### src/rtl/segment_button_ctrl_pkg.sv
// Shared types for the segment driver button front-end.
//   btn_state_e : per-button debounce FSM state (fixed 2-bit encoding)
//   is_held()   : true while the debounced level of a button is high
package segment_button_ctrl_pkg;

    typedef enum logic [1:0] {
        StIdle        = 2'd0,
        StPressWait   = 2'd1,
        StPressed     = 2'd2,
        StReleaseWait = 2'd3
    } btn_state_e;

    // A button counts as held both while stably pressed and while a release
    // is still being qualified, so short low glitches never drop the level.
    function automatic logic is_held(input btn_state_e s);
        return (s == StPressed) || (s == StReleaseWait);
    endfunction

endpackage

### src/rtl/segment_button_ctrl_button_debounce.sv
// Conditions one raw push-button: 2-FF synchroniser, debounce FSM and an
// optional auto-repeat generator.
// Ports:
//   clk          : system clock
//   async_nreset : asynchronous active-low reset
//   btn_raw      : raw asynchronous button, active high
//   evt          : one-cycle pulse per accepted press or auto-repeat
//   held         : debounced button level
module button_debounce
    import segment_button_ctrl_pkg::*;
#(
    parameter int unsigned DEBOUNCE_CYCLES     = 500000,
    parameter bit          REPEAT_EN           = 1'b0,
    parameter int unsigned REPEAT_DELAY_CYCLES = 25000000,
    parameter int unsigned REPEAT_RATE_CYCLES  = 5000000,
    parameter int unsigned CNT_W               = 25
) (
    input  logic clk,
    input  logic async_nreset,
    input  logic btn_raw,
    output logic evt,
    output logic held
);

    localparam logic [CNT_W-1:0] DebLast   = CNT_W'(DEBOUNCE_CYCLES - 1);
    localparam logic [CNT_W-1:0] DelayLast = CNT_W'(REPEAT_DELAY_CYCLES - 1);
    localparam logic [CNT_W-1:0] RateLast  = CNT_W'(REPEAT_RATE_CYCLES - 1);

    logic             sync1_q, sync2_q;
    btn_state_e       state_q, state_d;
    logic [CNT_W-1:0] cnt_q, cnt_d;
    logic [CNT_W-1:0] rep_cnt_q, rep_cnt_d;
    logic             rep_armed_q, rep_armed_d;  // first repeat already emitted
    logic             evt_q, evt_d;

    function automatic logic [CNT_W-1:0] sat_inc(input logic [CNT_W-1:0] v);
        return (&v) ? v : v + 1'b1;
    endfunction

    always_ff @(posedge clk or negedge async_nreset) begin
        if (!async_nreset) begin
            sync1_q     <= 1'b0;
            sync2_q     <= 1'b0;
            state_q     <= StIdle;
            cnt_q       <= '0;
            rep_cnt_q   <= '0;
            rep_armed_q <= 1'b0;
            evt_q       <= 1'b0;
        end else begin
            sync1_q     <= btn_raw;
            sync2_q     <= sync1_q;
            state_q     <= state_d;
            cnt_q       <= cnt_d;
            rep_cnt_q   <= rep_cnt_d;
            rep_armed_q <= rep_armed_d;
            evt_q       <= evt_d;
        end
    end

    always_comb begin
        state_d     = state_q;
        cnt_d       = cnt_q;
        rep_cnt_d   = rep_cnt_q;
        rep_armed_d = rep_armed_q;
        evt_d       = 1'b0;

        unique case (state_q)
            StIdle: begin
                if (sync2_q) begin
                    state_d = StPressWait;
                    cnt_d   = '0;
                end
            end
            StPressWait: begin
                if (!sync2_q) begin
                    state_d = StIdle;
                end else if (cnt_q == DebLast) begin
                    state_d     = StPressed;
                    evt_d       = 1'b1;
                    rep_cnt_d   = '0;
                    rep_armed_d = 1'b0;
                end else begin
                    cnt_d = sat_inc(cnt_q);
                end
            end
            StPressed: begin
                // The repeat timer ticks on every cycle spent here, including
                // the cycle that leaves for release qualification.
                if (REPEAT_EN) begin
                    if (rep_cnt_q == (rep_armed_q ? RateLast : DelayLast)) begin
                        evt_d       = 1'b1;
                        rep_cnt_d   = '0;
                        rep_armed_d = 1'b1;
                    end else begin
                        rep_cnt_d = sat_inc(rep_cnt_q);
                    end
                end
                if (!sync2_q) begin
                    state_d = StReleaseWait;
                    cnt_d   = '0;
                end
            end
            StReleaseWait: begin
                // Repeat timer is frozen; a bounce back high resumes it as-is.
                if (sync2_q) begin
                    state_d = StPressed;
                end else if (cnt_q == DebLast) begin
                    state_d = StIdle;
                end else begin
                    cnt_d = sat_inc(cnt_q);
                end
            end
            default: state_d = StIdle;
        endcase
    end

    assign evt  = evt_q;
    assign held = is_held(state_q);

endmodule

### src/rtl/segment_button_ctrl.sv
// Button front-end and arbiter for the 7-segment driver. Debounces btn_next
// (with auto-repeat) and btn_mode, and serialises their events so that at
// most one output pulse fires per cycle.
// Ports:
//   clk             : system clock
//   async_nreset    : asynchronous active-low reset
//   btn_next        : raw button, active high (auto-repeats)
//   btn_mode        : raw button, active high
//   next_segment_re : one-cycle pulse, step segment
//   change_mode_re  : one-cycle pulse, advance mode
//   next_held       : debounced level of btn_next
module segment_button_ctrl
    import segment_button_ctrl_pkg::*;
#(
    parameter int unsigned DEBOUNCE_CYCLES     = 500000,
    parameter int unsigned REPEAT_DELAY_CYCLES = 25000000,
    parameter int unsigned REPEAT_RATE_CYCLES  = 5000000,
    parameter int unsigned CNT_W               = 25
) (
    input  logic clk,
    input  logic async_nreset,
    input  logic btn_next,
    input  logic btn_mode,
    output logic next_segment_re,
    output logic change_mode_re,
    output logic next_held
);

    logic next_evt, mode_evt;
    logic unused_mode_held;
    logic next_pend_q, next_pend_d;
    logic mode_pend_q, mode_pend_d;

    button_debounce #(
        .DEBOUNCE_CYCLES    (DEBOUNCE_CYCLES),
        .REPEAT_EN          (1'b1),
        .REPEAT_DELAY_CYCLES(REPEAT_DELAY_CYCLES),
        .REPEAT_RATE_CYCLES (REPEAT_RATE_CYCLES),
        .CNT_W              (CNT_W)
    ) u_next (
        .clk         (clk),
        .async_nreset(async_nreset),
        .btn_raw     (btn_next),
        .evt         (next_evt),
        .held        (next_held)
    );

    button_debounce #(
        .DEBOUNCE_CYCLES    (DEBOUNCE_CYCLES),
        .REPEAT_EN          (1'b0),
        .REPEAT_DELAY_CYCLES(REPEAT_DELAY_CYCLES),
        .REPEAT_RATE_CYCLES (REPEAT_RATE_CYCLES),
        .CNT_W              (CNT_W)
    ) u_mode (
        .clk         (clk),
        .async_nreset(async_nreset),
        .btn_raw     (btn_mode),
        .evt         (mode_evt),
        .held        (unused_mode_held)
    );

    always_ff @(posedge clk or negedge async_nreset) begin
        if (!async_nreset) begin
            next_pend_q <= 1'b0;
            mode_pend_q <= 1'b0;
        end else begin
            next_pend_q <= next_pend_d;
            mode_pend_q <= mode_pend_d;
        end
    end

    // Priority: deferred next > deferred/new mode > new next. The branches
    // guarantee the two pending flags are never set together, so arrival
    // order is preserved. A new event colliding with its own pending flag
    // merges into it.
    always_comb begin
        next_pend_d     = 1'b0;
        mode_pend_d     = 1'b0;
        next_segment_re = 1'b0;
        change_mode_re  = 1'b0;
        if (next_pend_q) begin
            next_segment_re = 1'b1;
            mode_pend_d     = mode_evt;
        end else if (mode_pend_q || mode_evt) begin
            change_mode_re = 1'b1;
            next_pend_d    = next_evt;
        end else begin
            next_segment_re = next_evt;
        end
    end

endmodule
### config.mk
export PLATFORM = sky130hd
export DESIGN_NAME = segment_button_ctrl
export DESIGN_NICKNAME = d
export VERILOG_FILES = /design/src/rtl/segment_button_ctrl_pkg.sv /design/src/rtl/segment_button_ctrl_button_debounce.sv /design/src/rtl/segment_button_ctrl.sv
export SDC_FILE = /design/constraint.sdc
export NUM_CORES = 1
export LEC_CHECK = 0
export ABC_CLOCK_PERIOD_IN_PS = 2650
export BUFFER_PORTS_ARGS = -buffer_cell sky130_fd_sc_hd__buf_2
export CAP_MARGIN = 20
export CORE_ASPECT_RATIO = 0.7
export CORE_MARGIN = 2
export CORE_UTILIZATION = 48
export DETAILED_ROUTE_END_ITERATION = 8
export PLACE_DENSITY = 0.74
export SYNTH_ARGS = -nofsm -noshare
export SYNTH_HDL_FRONTEND = slang
export SYNTH_SLANG_ARGS = --single-unit
### constraint.sdc
create_clock -name clk -period 2.65 [get_ports clk]
set_input_delay 0.1325 -clock clk [delete_from_list [all_inputs] [get_ports clk]]
set_output_delay 0.1325 -clock clk [all_outputs]
set_load 0.01 [all_outputs]
# Word level (Yosys, flattened, before mapping)
# Cells that the tools add are included.
[word_totals]
reg_bits = 88
inputBits = 4
word_cells = 107
[classes]
reduce_logical = 14
eq_ne = 24
add_sub_neg = 3
muxes = 52
[ops]
columns = ["cell", "n"]
rows = [
  ["$mux W25", 17],
  ["$pmux W25 S4", 2],
  ["$add A25 B1 Y25 const B", 3],
  ["$reduce_and A25 Y1", 3],
  ["$eq A25 B19 Y1 const B", 2],
  ["$pmux W25 S2", 1],
  ["$eq A25 B25 Y1", 1],
  ["$mux W2", 12],
  ["$reduce_and A4 Y1", 6],
  ["$mux W1", 16],
  ["$pmux W2 S4", 2],
  ["$ne A2 B1 Y1 const B", 6],
  ["$eq A2 B2 Y1 const B", 4],
  ["$ne A2 B2 Y1 const B", 4],
  ["$ne A3 B1 Y1 const B", 2],
  ["$ne A3 B3 Y1 const B", 2],
  ["$eq A2 B1 Y1 const B", 2],
  ["$logic_not A2 Y1", 2],
  ["$pmux W1 S2", 2],
  ["$ne A3 B2 Y1 const B", 1],
  ["$logic_or A1 B1 Y1", 2],
  ["$reduce_bool A2 Y1", 1],
]

# Longest topological paths before layout
[logic_depth]
word_depth = 5
mapped_depth = 10
ltp_nobuf = 8

# Cells and area by module
# A second synthesis with hierarchy kept.
[hier_totals]
hier_cells = 592
area_unflattened_um2 = 5282.6
[by_module_without_submodules]
columns = ["mod", "instances", "seq_area_each_um2", "cells_per_inst", "area_per_inst_um2"]
rows = [
  ["button_debounce at u_next", 1, 1401.3, 371, 3274.4],
  ["button_debounce at u_mode", 1, 750.7, 214, 1920.6],
  ["segment_button_ctrl", 1, 50.0, 7, 87.6],
]

# Worst setup path after synthesis
# OpenSTA, ideal clock, no wires.
[synth_timing]
path_type = "register to register"
start = "register u_next.rep_cnt_q[17]"
end = "register u_next.rep_cnt_q[13]"
stages_incl_launch_ff = 8
arrival_time_ns = 2.085
setup_slack_ns = 0.434
setup_ns = 0.131
cell_sequence = "dfrtp_1 > or4b_2 > nor4_2 > o2111ai_4 > and2_4 > buf_6 > a22oi_1 > o31ai_1"
[synth_between]
elab_chain_len = 3
elab_cells_between_ends = 6
cone_classes = "2 x eq/ne; 2 x mux; 2 x reduce/logical"
[synth_lines]
columns = ["item", "line_no", "text"]
rows = [
  ["from (decl)", "segment_button_ctrl_button_debounce.sv:32", "logic [CNT_W-1:0] rep_cnt_q, rep_cnt_d;"],
  ["from (signal assigned)", "segment_button_ctrl_button_debounce.sv:54", "rep_cnt_q <= rep_cnt_d;"],
  ["$eq A25 B25 Y1 or $reduce_and A25 Y1 (tied branches)", "segment_button_ctrl_button_debounce.sv:90, segment_button_ctrl_button_debounce.sv:37", ""],
  ["$ne A3 B2 Y1 (no source line) or $mux W25 (tied branches)", "--", ""],
  ["$reduce_and A4 Y1 (no source line) or $pmux W25 S2 (tied branches)", "--", ""],
]
# Parallel ways exist; a longest one is shown, timed or not.
# A chain may end at the register's enable or synchronous reset.

# Worst setup path in the final report
[layout_timing]
start = "register u_next.cnt_q[22]"
end = "register u_next.cnt_q[2]"
[layout_between]
elab_chain_len = 5
elab_cells_between_ends = 7
cone_classes = "1 x eq/ne; 5 x mux; 1 x reduce/logical"
[layout_lines]
columns = ["item", "line_no", "text"]
rows = [
  ["from (decl)", "segment_button_ctrl_button_debounce.sv:31", "logic [CNT_W-1:0] cnt_q, cnt_d;"],
  ["from (signal assigned)", "segment_button_ctrl_button_debounce.sv:53", "cnt_q <= cnt_d;"],
  ["$reduce_and A25 Y1", "segment_button_ctrl_button_debounce.sv:37", "return (&v) ? v : v + 1'b1;"],
  ["$mux W25", "--", ""],
  ["$mux W25 (*)", "--", ""],
  ["$mux W25 (on tied branches)", "--", ""],
  ["$pmux W25 S4 (*)", "--", ""],
]
# Every way passes the cells marked *; elsewhere a longest branch is shown, timed or not. The select of a mux whose other input is x is not followed.

==> impl_metrics.toml <==
[outcome]
run_status = "finished, final reports clean"

[die]
fp.dieW_um = 131
placementRows = 32
io_pins = 7
dieArea_um2 = 12200
initial_core_util = 0.492
core_area_um2 = 11000
die_y_um = 92.9

[clocking]
cts-buffers-inserted = 9
cts_tree = "done"
post_cts_buffers = 0
cts_max_path_buffers = 2
cts_root_buf = "clkbuf_16"
cts_sinks = 88
clk_transition_reported_paths_ps = 70
htreeDepth = 3
insertion_delay_ps = 350

[sta]
clock_skew_ps = 7.65
min_period_ps = 2500
final_max_slew_viol_count = 0
hold_viol_final = 0
setup_violations = 0
rsz0062_at_grt = "false"
timing.final.crit_share = 0.942
max_freq_mhz = 401
slew-limit-headroom = 0.357
worst_slew_pin_slew_ps = 961
fin_tns_setup_ps = 0
whs_ps = 161

[power]
ir_drop_v = 0.000443
p_leak_nw = 2.44
p_per_area_nw_per_um2 = 655

[synthesis]
synth.net_count = 622
synth.area.mux_share = 0.0150
syn_area_um2 = 5420
synth_area_leaders = "dfrtp_1, nand2_1, o21ai_0, a21oi_1, nand4_1"
yosys.area_share.simple = 0.303
synth_xor_area_frac = 0.00647
synth-edff-count = 0
ys_async_sr_fraction = 1.00
synthAdderAreaFrac = 0.0162
synth-main-ff-cell = "dfrtp_1"
netlist_instances = 611
synth_top_family_by_area = "simple AND/OR/NAND/NOR gates"
yosysWarnings = 0
yosysTopAreaCellShare = 0.406
synth_compound_gate_area_share = 0.211
post_synth_num_cell_types = 68
syn_avg_cell_area_um2 = 8.87
synth_top_area_cell = "dfrtp_1"
ys_seq_elements = 88
synth-seq-area-share = 0.406

[worst_setup_path]
crit_fanout = 6
worstSetupEndpointType = "register"
criticalPathCategory = "register to register"
cpPeakStageDelay_ps = 570
crit_arrival_ps = 2770
worstSetupStartpointType = "register"
cp.required_ps = 2920
reg2reg_depth = 6
worstPathCellList = "or4_4 > nor4_4 > nand4_1 > and2_1 > and3_1 > o21ai_1"
slowest_stage = "or4_4"

[layout]
layout.cells.most_common_list = "dfrtp_1, nand2_1, o21ai_0"
area_delta_synth_final_pct = 10.8
num-nets-final = 628
layout_commonest_cell = "dfrtp_1"
drive_gt1_frac = 0.106
n_antenna_cell = 0

[placement]
port_buffers = 6
dp_hpwl_um = 9170
gp_congestion = 0.916

[flow_run]
drv_cap = 0

[grt]
grt_antenna_before_repair = 0
grt_pass1_vias = 4555
track_usage = 0.233
grt_overflow = 0
grt_start_max_net_pins = 79
grt_pass1_wl_um = 22500

[routing]
routed_wl_um = 13500
vias_per_cell = 6.50
drt_iter0_markers = 493
drc = 0
final_antenna_net_count = 0
wl_per_cell_um = 17.4
dr.pass1.iters = 5
vias = 5040

[hold_path]
hold_path_class = "primary input to asynchronous set/reset pin"
==> per-layer routing <==
metal,GRT usage,wire length (um),vias up
li1,-,-,2357
met1,0.353,6250,2431
met2,0.332,6020,232
met3,0.0537,1070,20
met4,0.0612,154,0
met5,0,0,-
==> registers in the layout (all words and copies together) (netlist names), named ones only <==
| name | cells |
|---|---|
| mode_pend_q | 1 |
| next_pend_q | 1 |
| u_mode.cnt_q | 25 |
| u_mode.evt | 1 |
| u_mode.state_q | 1 |
| u_mode.sync1_q | 1 |
| u_mode.sync2_q | 1 |
| u_next.cnt_q | 25 |
| u_next.evt | 1 |
| u_next.rep_armed_q | 1 |
| u_next.rep_cnt_q | 25 |
| u_next.state_q | 1 |
| u_next.sync1_q | 1 |
| u_next.sync2_q | 1 |
==> area by class of cell <==
type                       instances  area [um2]
fill                             973        5010
multi-input combinational        475        3020
sequential                        88        2200
clock buffer                       9         225
timing repair buffer              25         195
tap                              153         191
clock inverter                     7         100
inverter                          18        67.6
==> through the flow <==
step                      setup slack [ps]  utilization  power [mW]  std cells  instance area, um2
after floorplan                        434            -        2.25        611                5420
after global placement                 243        0.512        2.49        756                5640
after detailed placement               124        0.512        2.52        756                5640
after CTS                             75.2        0.544        3.93        775                5990
after global routing                  17.2        0.545        4.13        775                6000
final                                  155        0.545        3.93        775                6000
==> synthesized netlist by cell type, types with 7 or more instances <==
cell,instances
a21o_1,7
a21oi_1,30
a22o_1,10
a31oi_1,10
and2_1,7
and3_1,12
and4_1,12
clkbuf_1,20
dfrtp_1,88
ha_1,7
inv_1,18
mux2i_1,7
nand2_1,77
nand3_1,28
nand4_1,23
nor2_1,35
nor3_1,26
nor4_1,15
o211ai_1,9
o21ai_0,36
o311ai_0,10
o31ai_1,10
or3_1,12
==> kinds of logic (layout without fill, tap and decap cells) <==
family	count (synthesis)	after routing
AOI/OAI and AO/OA	164	164
xor gates and xnor gates	4	4
adders and majority gates	7	7
buffers and inverters	48	59
DFF	88	88
muxes	8	8
and+or+nand+nor	292	292
==> worst paths after layout <==
path	start	endpoint	slack (ps)
worst max-delay path	u_next.cnt_q[22]	u_next.cnt_q[2]	150
worst min-delay path	async_nreset	u_next.rep_cnt_q[0]	160
worst max register to register	u_next.cnt_q[22]	u_next.cnt_q[2]	150
worst min register to register	u_mode.sync1_q	u_mode.sync2_q	350
max in group asynchronous	async_nreset	u_next.cnt_q[13]	1830
min in group clk	u_mode.sync1_q	u_mode.sync2_q	350
==> critical path, delay by kind of cell, from the launching register on <==
family             cells  cell delay, ps
and+or+nand+nor        5            1850
DFF                    1             440
AOI/OAI and AO/OA      1             130
==> report_power, final <==
group / leakage (nW) / internal, mW / total (mW) / switching [mW]
registers: 1.21 / 1.41 / 1.49 / 0.0794
logic: 1.08 / 0.324 / 1.05 / 0.722
clock network: 0.161 / 0.838 / 1.40 / 0.562
==> what timing repair did <==
item                                    4_1_cts  5_1_grt
endpoints found under the setup margin        0       11
hold endpoints to repair                     90        0
gates resized for setup                       0        3
hold buffers                                  3        0
(Power assumes the default switching activity.)
